[config.mk]
export PLATFORM = sky130hd
export DESIGN_NAME = stopwatch_ctrl
export DESIGN_NICKNAME = d
export VERILOG_FILES = /design/src/rtl/stopwatch_ctrl.sv
export SDC_FILE = /design/constraint.sdc
export NUM_CORES = 1
export LEC_CHECK = 0
export ABC_AREA = 0
export CAP_MARGIN = 20
export CORE_MARGIN = 2
export CORE_UTILIZATION = 61
export CTS_CLUSTER_DIAMETER = 120
export DETAILED_ROUTE_END_ITERATION = 16
export GPL_TIMING_DRIVEN = 0
export MAX_ROUTING_LAYER = met4
export PLACE_DENSITY_LB_ADDON = 0.1
export SLEW_MARGIN = 20
export SYNTH_ARGS = -nofsm -noshare
export SYNTH_HDL_FRONTEND = slang
export SYNTH_SLANG_ARGS = --single-unit
[constraint.sdc]
create_clock -name clk -period 3.7 [get_ports clk]
set_clock_uncertainty 0.2 [all_clocks]
set_input_delay 0.555 -clock clk [delete_from_list [all_inputs] [get_ports clk]]
set_output_delay 0.555 -clock clk [all_outputs]
set_load 0.02 [all_outputs]
[src/rtl/stopwatch_ctrl.sv]
// Stopwatch control sequencer: tick divider, pushbutton conditioning and the
// IDLE/RUN/PAUSE/LAP state machine that drives the digit counter datapath.
module stopwatch_ctrl #(
    parameter int unsigned CLK_HZ    = 50_000_000,
    parameter int unsigned TICK_HZ   = 1000,
    parameter int unsigned DB_CYCLES = 500_000
) (
    input  logic       clk,
    input  logic       reset,
    input  logic       btn_ss_n,
    input  logic       btn_lap_n,
    input  logic       btn_clr_n,
    output logic       tick,
    output logic       count_en,
    output logic       count_clr,
    output logic       disp_hold,
    output logic [1:0] state
);

    localparam int unsigned DIV  = CLK_HZ / TICK_HZ;
    localparam int unsigned DivW = (DIV > 1) ? $clog2(DIV) : 1;
    localparam int unsigned DbW  = (DB_CYCLES > 1) ? $clog2(DB_CYCLES) : 1;

    localparam logic [DivW-1:0] DivLast = DivW'(DIV - 1);
    localparam logic [DbW-1:0]  DbLast  = DbW'(DB_CYCLES - 1);

    typedef enum logic [1:0] {
        StIdle  = 2'b00,
        StRun   = 2'b01,
        StPause = 2'b10,
        StLap   = 2'b11
    } state_e;

    logic [DivW-1:0] div_q;
    logic            tick_q;

    // Button bit order: 0 = start/stop, 1 = lap, 2 = clear.
    logic [2:0]     btn_raw_n;
    logic [2:0]     sync1_q;
    logic [2:0]     sync2_q;
    logic [2:0]     db_level_q;
    logic [2:0]     db_prev_q;
    logic [2:0]     armed_q;
    logic [2:0]     press;
    logic [DbW-1:0] db_cnt_q [3];
    logic [1:0]     fill_q;
    logic           fill_done;

    state_e state_q, state_d;
    logic   count_en_q, count_en_d;
    logic   count_clr_q, count_clr_d;
    logic   ev_ss, ev_lap, ev_clr;

    assign btn_raw_n = {btn_clr_n, btn_lap_n, btn_ss_n};

    // Free-running tick divider; never touched by the FSM.
    always_ff @(posedge clk or posedge reset) begin
        if (reset) begin
            div_q  <= '0;
            tick_q <= 1'b0;
        end else begin
            tick_q <= (div_q == DivLast);
            div_q  <= (div_q == DivLast) ? '0 : div_q + DivW'(1);
        end
    end

    // Synchronized level only reflects the pins after both flops have refilled.
    assign fill_done = (fill_q == 2'd2);

    // Synchronize, debounce and arm each button.
    always_ff @(posedge clk or posedge reset) begin
        if (reset) begin
            sync1_q    <= '1;
            sync2_q    <= '1;
            db_level_q <= '1;
            db_prev_q  <= '1;
            armed_q    <= '0;
            fill_q     <= '0;
            for (int i = 0; i < 3; i++) begin
                db_cnt_q[i] <= '0;
            end
        end else begin
            sync1_q   <= btn_raw_n;
            sync2_q   <= sync1_q;
            db_prev_q <= db_level_q;
            if (!fill_done) begin
                fill_q <= fill_q + 2'd1;
            end else begin
                // A button held through reset never arms until seen released.
                armed_q <= armed_q | sync2_q;
            end
            for (int i = 0; i < 3; i++) begin
                if (sync2_q[i] == db_level_q[i]) begin
                    db_cnt_q[i] <= '0;
                end else if (db_cnt_q[i] == DbLast) begin
                    db_cnt_q[i]   <= '0;
                    db_level_q[i] <= sync2_q[i];
                end else begin
                    db_cnt_q[i] <= db_cnt_q[i] + DbW'(1);
                end
            end
        end
    end

    assign press  = armed_q & db_prev_q & ~db_level_q;
    assign ev_ss  = press[0];
    assign ev_lap = press[1];
    assign ev_clr = press[2];

    // Next state and strobes; events ignored in a state do not block lower ones.
    always_comb begin
        state_d     = state_q;
        count_clr_d = 1'b0;
        unique case (state_q)
            StIdle: begin
                if (ev_clr) begin
                    count_clr_d = 1'b1;
                end else if (ev_ss) begin
                    state_d = StRun;
                end
            end
            StRun: begin
                if (ev_ss) begin
                    state_d = StPause;
                end else if (ev_lap) begin
                    state_d = StLap;
                end
            end
            StPause: begin
                if (ev_clr) begin
                    state_d     = StIdle;
                    count_clr_d = 1'b1;
                end else if (ev_ss) begin
                    state_d = StRun;
                end
            end
            StLap: begin
                if (ev_ss) begin
                    state_d = StPause;
                end else if (ev_lap) begin
                    state_d = StRun;
                end
            end
            default: state_d = StIdle;
        endcase
        // Uses the pre-transition state so a coincident tick still counts.
        count_en_d = tick_q && ((state_q == StRun) || (state_q == StLap)) && !count_clr_d;
    end

    // State and output strobe registers.
    always_ff @(posedge clk or posedge reset) begin
        if (reset) begin
            state_q     <= StIdle;
            count_en_q  <= 1'b0;
            count_clr_q <= 1'b0;
        end else begin
            state_q     <= state_d;
            count_en_q  <= count_en_d;
            count_clr_q <= count_clr_d;
        end
    end

    assign tick      = tick_q;
    assign count_en  = count_en_q;
    assign count_clr = count_clr_q;
    assign disp_hold = (state_q == StLap);
    assign state     = state_q;

endmodule
Yosys cells after proc, flatten, opt, wreduce, memory -nomap -nowiden
Cells that the tools add are included.

storage, ports and cells
  input bits = 5
  register bits after elaboration = 95

operators by class
  reductions and logical operators = 10
  multiplexer cells = 17
  eq/ne operators = 14
  add/subtract/negate cells = 5
  bitwise logic cells = 7

operators with widths
  cell                                            number
  2-to-1 mux 19 bit                               6
  adder 19 x 1 -> 19 bit (second input constant)  3
  == test 19 bit (second input constant)          3
  adder 16 x 1 -> 16 bit (second input constant)  1
  == test 16 bit (second input constant)          1
  2-to-1 mux 16 bit                               1
  2-to-1 mux 2 bit                                7
  one-hot mux 2 bit (4 select lines)              1
  AND 3 bit                                       2
  == test 2 bit (second input constant)           3
  AND reduction 2 bit                             3
  == test 1 bit                                   3
  != test 3 x 1 -> 1 bit (second input constant)  1
  != test 3 bit (second input constant)           1
  NOT 1 bit                                       3
  NOT 3 bit                                       1
  OR 3 bit                                        1
  AND reduction 3 bit                             1
  adder 2 x 1 -> 2 bit (second input constant)    1
  == test 2 x 1 -> 1 bit (second input constant)  1
  logical AND 1 bit                               2
  logical NOT 2 bit                               1
  2-to-1 mux 1 bit                                2
  != test 2 bit (second input constant)           1
  other kinds (3)                                 3

Logic depth before layout (Yosys ltp)
Gate-level depths: netlist of the first run.

  depth in word-level cells = 6
  mapped depth = 6
  gate-level depth less buffers = 5

Worst setup path before layout of the first run
Ideal clock, no wire load.

  kind = reg-to-reg
  from = register db_cnt_q[11] in the netlist's numbering
  to = register db_cnt_q[11] in the netlist's numbering
  slack = 1.485 ns
  library setup time = 0.119 ns
  stages on the path, launching flop included = 6
  buffers on the path = 1
  data arrival time = 1.896 ns
  data required time = 3.381 ns
  cell sequence = dfrtp_1 or4_1 or4_4 o21ai_4 buf_12 nor2_2

between the ends
  longest elaborated chain between the ends = 3

RTL lines
  what                                                      line    source
  from (decl)                                               45      logic [DbW-1:0] db_cnt_q [3];
  from (signal, indexed assignment)                         99      db_cnt_q[i] <= db_cnt_q[i] + DbW'(1);
  adder 19 x 1 -> 19 bit or == test 19 bit (tied branches)  99, 95
  2-to-1 mux 19 bit *                                       95      end else if (db_cnt_q[i] == DbLast) begin
  2-to-1 mux 19 bit *                                       93      if (sync2_q[i] == db_level_q[i]) begin

Every way passes the cells marked *; elsewhere a longest branch is shown, timed or not.
A chain may end at the register's enable or synchronous reset.

Worst setup path in the final report of the first run
  from = register db_cnt_q[19] in the netlist's numbering
  to = register db_cnt_q[29] in the netlist's numbering

The elaborated chain is that of the path after synthesis.

==> impl_metrics.tcl, run 1 <==
set metrics [dict create \
    critPathMaxStageDelay_ns 0.63 \
    crit_path_top_delay_cell "o21ai_1" \
    use_met1_pct 28.12 \
    detail_route.drc_violations 0 \
    hold_path_class "reg -> reg" \
    hold_buffers 0 \
    synth_cell_types 45 \
    grt_start_max_net_pins 75 \
    cp.required_ns 3.74 \
    place_hpwl_microns 5308 \
    clock_path_buffers 2 \
    ios 11 \
    netSwitchingPower_uw 400.8 \
    yosysTopAreaCell "dfrtp_1" \
    power.leakage_nw 1.974 \
    viasPerCell 5.769 \
    place_area_sq_um 4733 \
    relSlewSlack_pct 47.36 \
    worstPathBufferInverterCount 1 \
    synth_area_sq_um 4477 \
    final_max_slew_viol_count 0 \
    fillers 563 \
    core_area_sq_um 7176 \
    critPathLaunchType "register" \
    synth_area_leaders "dfrtp_1, dfstp_2, xnor2_1, xor2_1, nor2_1" \
    synth_edf_count 0 \
    max_freq_mhz 409.2 \
    cp-end-kind "register" \
    clkSinkCount 95 \
    grt_pass1_vias 3031 \
    power.internal_mw 1.472 \
    die_area_sq_um 8040 \
    async_reset_ff_share_pct 100.0 \
    area_growth_pct 10.56 \
    htree_levels 3 \
    worstHoldPathCells 0 \
    path_cells "ha_1 > nand4_1 > o21ai_1 > clkbuf_1 > nor2_1" \
    finalPower_mw 1.873 \
    cts.clk_slew.worst_paths_ns 0.09 \
    fp-row-count 31 \
    crit_type "reg -> reg" \
    drv_cap 0 \
    pwr-share-clk_pct 40.0 \
    r2r_cells 5 \
    die_h_microns 89.67 \
    ant_nets 0 \
    drt_first_pass_iters 4 \
    grt_util_met3_pct 4.113 \
    grt.total_usage_pct 21.65 \
    antenna_cells 0 \
    antenna_found_initial 0 \
    fp.dieW_microns 89.67 \
    clk_latency_ns 0.36 \
    grt.overflow.total 0 \
    rr_startpoint "db_cnt_q[19]$_DFF_PP0_" \
    grt_busiest_layer "met2" \
    layout-drive-gt1-share_pct 12.06 \
    r2r_slack_ns 1.26 \
    path_max_fanout 10 \
    grtUsageMet2_pct 34.36 \
    seq_area_sq_um 2392 \
    min_period_over_period_pct 66.05 \
    timing.hold.ws_ns 0.1499 \
    start_util_pct 62.39 \
    p_seq_share_pct 56.8 \
    dp.cells 539 \
    totalWireLength_microns 7767 \
    vias 3202 \
    combPwrFrac_pct 3.2 \
    syn_avg_cell_area_sq_um 10.44 \
    fin_crit_ns 2.444 \
    syn_nets 439 \
    io_buffer_count 10 \
    netlist.area_leader.share_pct 46.39 \
    wire_per_inst_microns 13.99 \
    grt_pass1_wl_microns 13170 \
    routabilityCongestion 0.9186 \
    synth_common_cells "dfrtp_1, nor2_1, xnor2_1, nand2_1, nand3_1" \
    synth-seq-cells 95 \
    r2r-end "db_cnt_q[29]$_DFF_PP0_" \
    yosys_warnings 0 \
    final_cells 555 \
    yosys_most_used_dff "dfrtp_1" \
    finalInstanceArea_sq_um 4950 \
    clockRootBuffer "clkbuf_8" \
    ir_drop_uv 235.3 \
    nets 461 \
    grt_setup_unrepaired "no" \
    yosysMostFrequentCell "dfrtp_1" \
    multi_input_area_sq_um 1992 \
    tightest_slew_ns 0.7830 \
    cts_buffers 9 \
    p_sw_share_pct 21.40 \
    holdPathEnd "sync2_q[1]$_DFF_PP1_" \
    first_iter_violations 173 \
    cts.repair.resized 0 \
    seq_area_frac_synth_pct 53.44 \
    cts_tree "done" \
    dpl_worst_slack_ns 1.221 \
    powerDensity_nw_per_um2 378.4 \
    layout_setup_ws_ns 1.256 \
    status "finished, final reports clean" \
    synthCells 429 \
    cp_data_arrival_time_ns 2.48 \
    hp-start "sync1_q[1]$_DFF_PP1_" \
    setup_viol 0 \
    hold_viol 0 \
    crit_family "compound AO/OA/AOI/OAI gates" \
    post_cts_buffers 0 \
]
-- kinds of logic after synthesis --
logic type                 synth area share, %
DFF                                      53.44
buffers and inverters                    2.068
AOI/OAI and AO/OA                        6.009
xor gates and xnor gates                 10.56
and+or+nand+nor                          25.77
muxes                                   0.7546
adders and majority gates                1.397
-- state kept, by name, indices dropped and copies added (netlist names), 3 cells and up --
| register | cells |
|---|---|
| div_q | 16 |
| sync2_q | 3 |
| db_cnt_q | 57 |
| db_prev_q | 3 |
| sync1_q | 3 |
| db_level_q | 3 |
| armed_q | 3 |
-- worst max path at each step --
stage,cells past startpoint,slack [ns],start,endpoint
floorplan,1,0.49,reset,armed_q[0]$_DFFE_PP0N_
global placement,2,-0.85,reset,db_cnt_q[31]$_DFF_PP0_
detailed placement,5,1.22,db_cnt_q[19]$_DFF_PP0_,db_cnt_q[27]$_DFF_PP0_
CTS,5,1.22,db_cnt_q[19]$_DFF_PP0_,db_cnt_q[29]$_DFF_PP0_
global route,5,0.99,db_cnt_q[19]$_DFF_PP0_,db_cnt_q[19]$_DFF_PP0_
finish,5,1.26,db_cnt_q[19]$_DFF_PP0_,db_cnt_q[29]$_DFF_PP0_
-- power by group through the flow --
stage / Combinational [mW] / Clock, mW / Sequential [mW]
final: 0.0604 / 0.749 / 1.06
after global routing: 0.0702 / 0.799 / 1.07
after CTS: 0.0633 / 0.766 / 1.06
after detailed placement: 0.0633 / 0 / 1.08
after global placement: 0.0566 / 0 / 1.08
after floorplan: 0.0423 / 0 / 1.08
-- metrics by stage --
step / setup TNS [ns] / util, %
finish: 0 / 68.98
floorplan: 0 / -
global route: 0 / 68.98
global placement: -69.75 / 65.51
detailed placement: 0 / 65.96
CTS: 0 / 68.98
-- final cells by class --
type	count	share of cell area, %
plain buffers	8	1.112
clock buffers	13	3.008
clock inverters	3	1.365
inverters	10	0.8595
multi-input cells	316	40.24
flip-flops and latches	95	48.33
well taps	99	2.503
repair buffers	11	2.578
-- cell usage in the layout (no fill, tap or decap), types with 2 or more instances in the layout --
master,instances
a21o_1,3
a21oi_1,14
and2_1,7
and3_1,3
and4_1,7
bufinv_16,2
clkbuf_1,8
clkbuf_8,10
clkdlybuf4s50_1,10
dfrtp_1,83
dfstp_2,12
ha_1,5
inv_1,9
mux2_2,3
nand2_1,27
nand2b_1,2
nand3_1,26
nand3b_1,3
nand4_1,23
nor2_1,50
nor2_2,10
nor3_1,14
nor4_1,9
o21ai_0,12
o31ai_1,6
or2_2,6
or3_1,9
or4_1,8
xnor2_1,30
xor2_1,24
-- routing by layer --
layer,vias to the layer above,routed length [microns]
met4,0,75
met5,-,0
met1,1576,3676
met2,52,3780
met3,7,235
li1,1567,-
Power figures use the tool's default switching activity.
==> inputs of run 2 (changes only) <==
Clock period 3.7 ns to 2.3 ns, I/O delays scaled along.
==> run 2 against run 1 <==
Net effect: hold slack improved by 0.0066 ns; via count down 1.1%; flip-flop and latch count unchanged; sequential share of layout area fell by 0.80 points; critical path type unchanged; register-to-register slack got worse by 1.2 ns; count of clock-buffer cells in the layout is 2 lower; final area rose by 1.7%; maximum frequency up 8.5%; largest cell class unchanged; clock power rose by 51%; wire length increased by 0.98%; critical path depth did not move.
==> impl_metrics.tcl, run 2 (synthesis gave the netlist of run 1 again) <==
set metrics [dict create \
    routabilityCongestion 0.9204 \
    antenna_cells 0 \
    ios 11 \
    setup_viol 0 \
    grt.total_usage_pct 22.29 \
    r2r_slack_ns 0.05 \
    relSlewSlack_pct 64.70 \
    drt_first_pass_iters 4 \
    nets 467 \
    viasPerCell 5.645 \
    detail_route.drc_violations 0 \
    timing.hold.ws_ns 0.1565 \
    cts.clk_slew.worst_paths_ns 0.09 \
    layout-drive-gt1-share_pct 14.94 \
    start_util_pct 62.39 \
    area_growth_pct 12.49 \
    ant_nets 0 \
    cp-end-kind "register" \
    htree_levels 3 \
    largest-register "db_cnt_q" \
    routed-wl-met3_microns 177 \
    clkSinkCount 95 \
    power.leakage_nw 2.021 \
    vias 3167 \
    powerDensity_nw_per_um2 587.1 \
    netSwitchingPower_uw 661.2 \
    core_area_sq_um 7176 \
    first_iter_violations 132 \
    power.internal_mw 2.296 \
    largest_reg_flops 57 \
    cp_data_arrival_time_ns 2.31 \
    hold_viol 0 \
    finalPower_mw 2.957 \
    layout_commonest_cell "dfrtp_1" \
    cp.required_ns 2.36 \
    status "finished, final reports clean" \
    wl_met1_microns 3857 \
    fin_crit_ns 2.253 \
    crit_type "reg -> reg" \
    p_seq_share_pct 57.9 \
    cts_buffers 9 \
    critPathLaunchType "register" \
    layout_common_cells "dfrtp_1, nor2_1, xnor2_1, nand2_1, nand3_1" \
    hold_path_class "in -> async" \
    ir_drop_uv 382.4 \
    clk_latency_ns 0.37 \
    clock_path_buffers 2 \
    max_freq_mhz 443.8 \
    grt_pass1_wl_microns 13370 \
    totalWireLength_microns 7843 \
    place_hpwl_microns 5469 \
    die_area_sq_um 8040 \
    pwr-share-clk_pct 38.3 \
    path_max_fanout 5 \
    io_buffer_count 10 \
    clockRootBuffer "clkbuf_8" \
    drv_cap 0 \
    die_h_microns 89.67 \
    cts_tree "done" \
    min_period_over_period_pct 97.96 \
    grt.overflow.total 0 \
    tightest_slew_ns 0.5255 \
    final_max_slew_viol_count 0 \
    reg.largest.list "db_cnt_q: 57 flops, div_q: 16 flops" \
    p_sw_share_pct 22.36 \
    grt_pass1_vias 2914 \
    grt_setup_unrepaired "yes" \
    grt_start_max_net_pins 35 \
    antenna_found_initial 0 \
    top_layer "met4" \
    combPwrFrac_pct 3.8 \
    hold_buffers 0 \
    fp-row-count 31 \
    dr_wl_met2_microns 3658 \
    wire_per_inst_microns 13.98 \
    fp.dieW_microns 89.67 \
]
run 2: changes by cell type in the layout (fill, tap and decap cells not counted), moves of 2 or more:
cell | previous run | this run
buf_12 | 1 | 3
buf_4 | 0 | 5
clkinv_2 | 0 | 3
clkbuf_1 | 8 | 3
run 2: layout make-up:
| type | instances | area (sq um) |
|---|---|---|
| timing repair buffer | 18 | 205.2 |
| clock buffer | 11 | 151.4 |
| sequential | 95 | 2394 |
| buffer | 7 | 52.55 |
| tap | 99 | 123.9 |
| multi-input combinational | 316 | 2014 |
| clock inverter | 5 | 53.80 |
| fill | 522 | 2140 |
| inverter | 10 | 41.29 |
run 2: per-layer routing:
metal,vias to the layer above,GRT usage (%)
li1,1576,-
met1,1539,31.02
met2,38,32.35
met3,14,3.656
met4,0,9.905
met5,-,-
run 2: power by group through the flow:
stage | Sequential, mW | Clock, mW | Combinational, mW
final | 1.71 | 1.13 | 0.113
after global routing | 1.71 | 1.23 | 0.129
after CTS | 1.71 | 1.17 | 0.116
after detailed placement | 1.74 | 0 | 0.109
after global placement | 1.74 | 0 | 0.0917
after floorplan | 1.74 | 0 | 0.0685
run 2: worst paths after layout:
kind | startpoint | cells past startpoint | endpoint
setup / recovery | db_cnt_q[11]$_DFF_PP0_ | 5 | db_cnt_q[14]$_DFF_PP0_
hold / removal | reset | 2 | div_q[8]$_DFF_PP0_
setup reg to reg | db_cnt_q[11]$_DFF_PP0_ | 5 | db_cnt_q[14]$_DFF_PP0_
hold reg to reg | sync1_q[1]$_DFF_PP1_ | 0 | sync2_q[1]$_DFF_PP1_
max in group asynchronous | reset | 4 | db_prev_q[2]$_DFF_PP1_
min in group clk | sync1_q[1]$_DFF_PP1_ | 0 | sync2_q[1]$_DFF_PP1_
run 2: what timing repair did:
item / CTS / global route
pin swaps: 2 / 1
resized for setup: 2 / 4
setup buffers: 4 / 1
setup endpoints to repair: 30 / 30
run 2: stage by stage:
step / setup slack [ns] / std cells / setup TNS [ns] / instance area (sq um) / util, %
floorplan: 0.08507 / 429 / 0 / 4481 / -
global placement: -0.2892 / 538 / -25.63 / 4705 / 65.56
detailed placement: -0.1403 / 541 / -2.766 / 4772 / 66.50
CTS: 0.004944 / 561 / 0 / 5012 / 69.85
global route: -0.01460 / 561 / -0.01719 / 5036 / 70.18
finish: 0.04688 / 561 / 0 / 5036 / 70.18
run 2: worst max-delay path, stage by stage, from the launching register on:
cell and delay [ns]:
dfrtp_2 0.43, or4_1 0.52, or4_4 0.56, o21ai_4 0.20, buf_4 0.18, a21oi_1 0.05
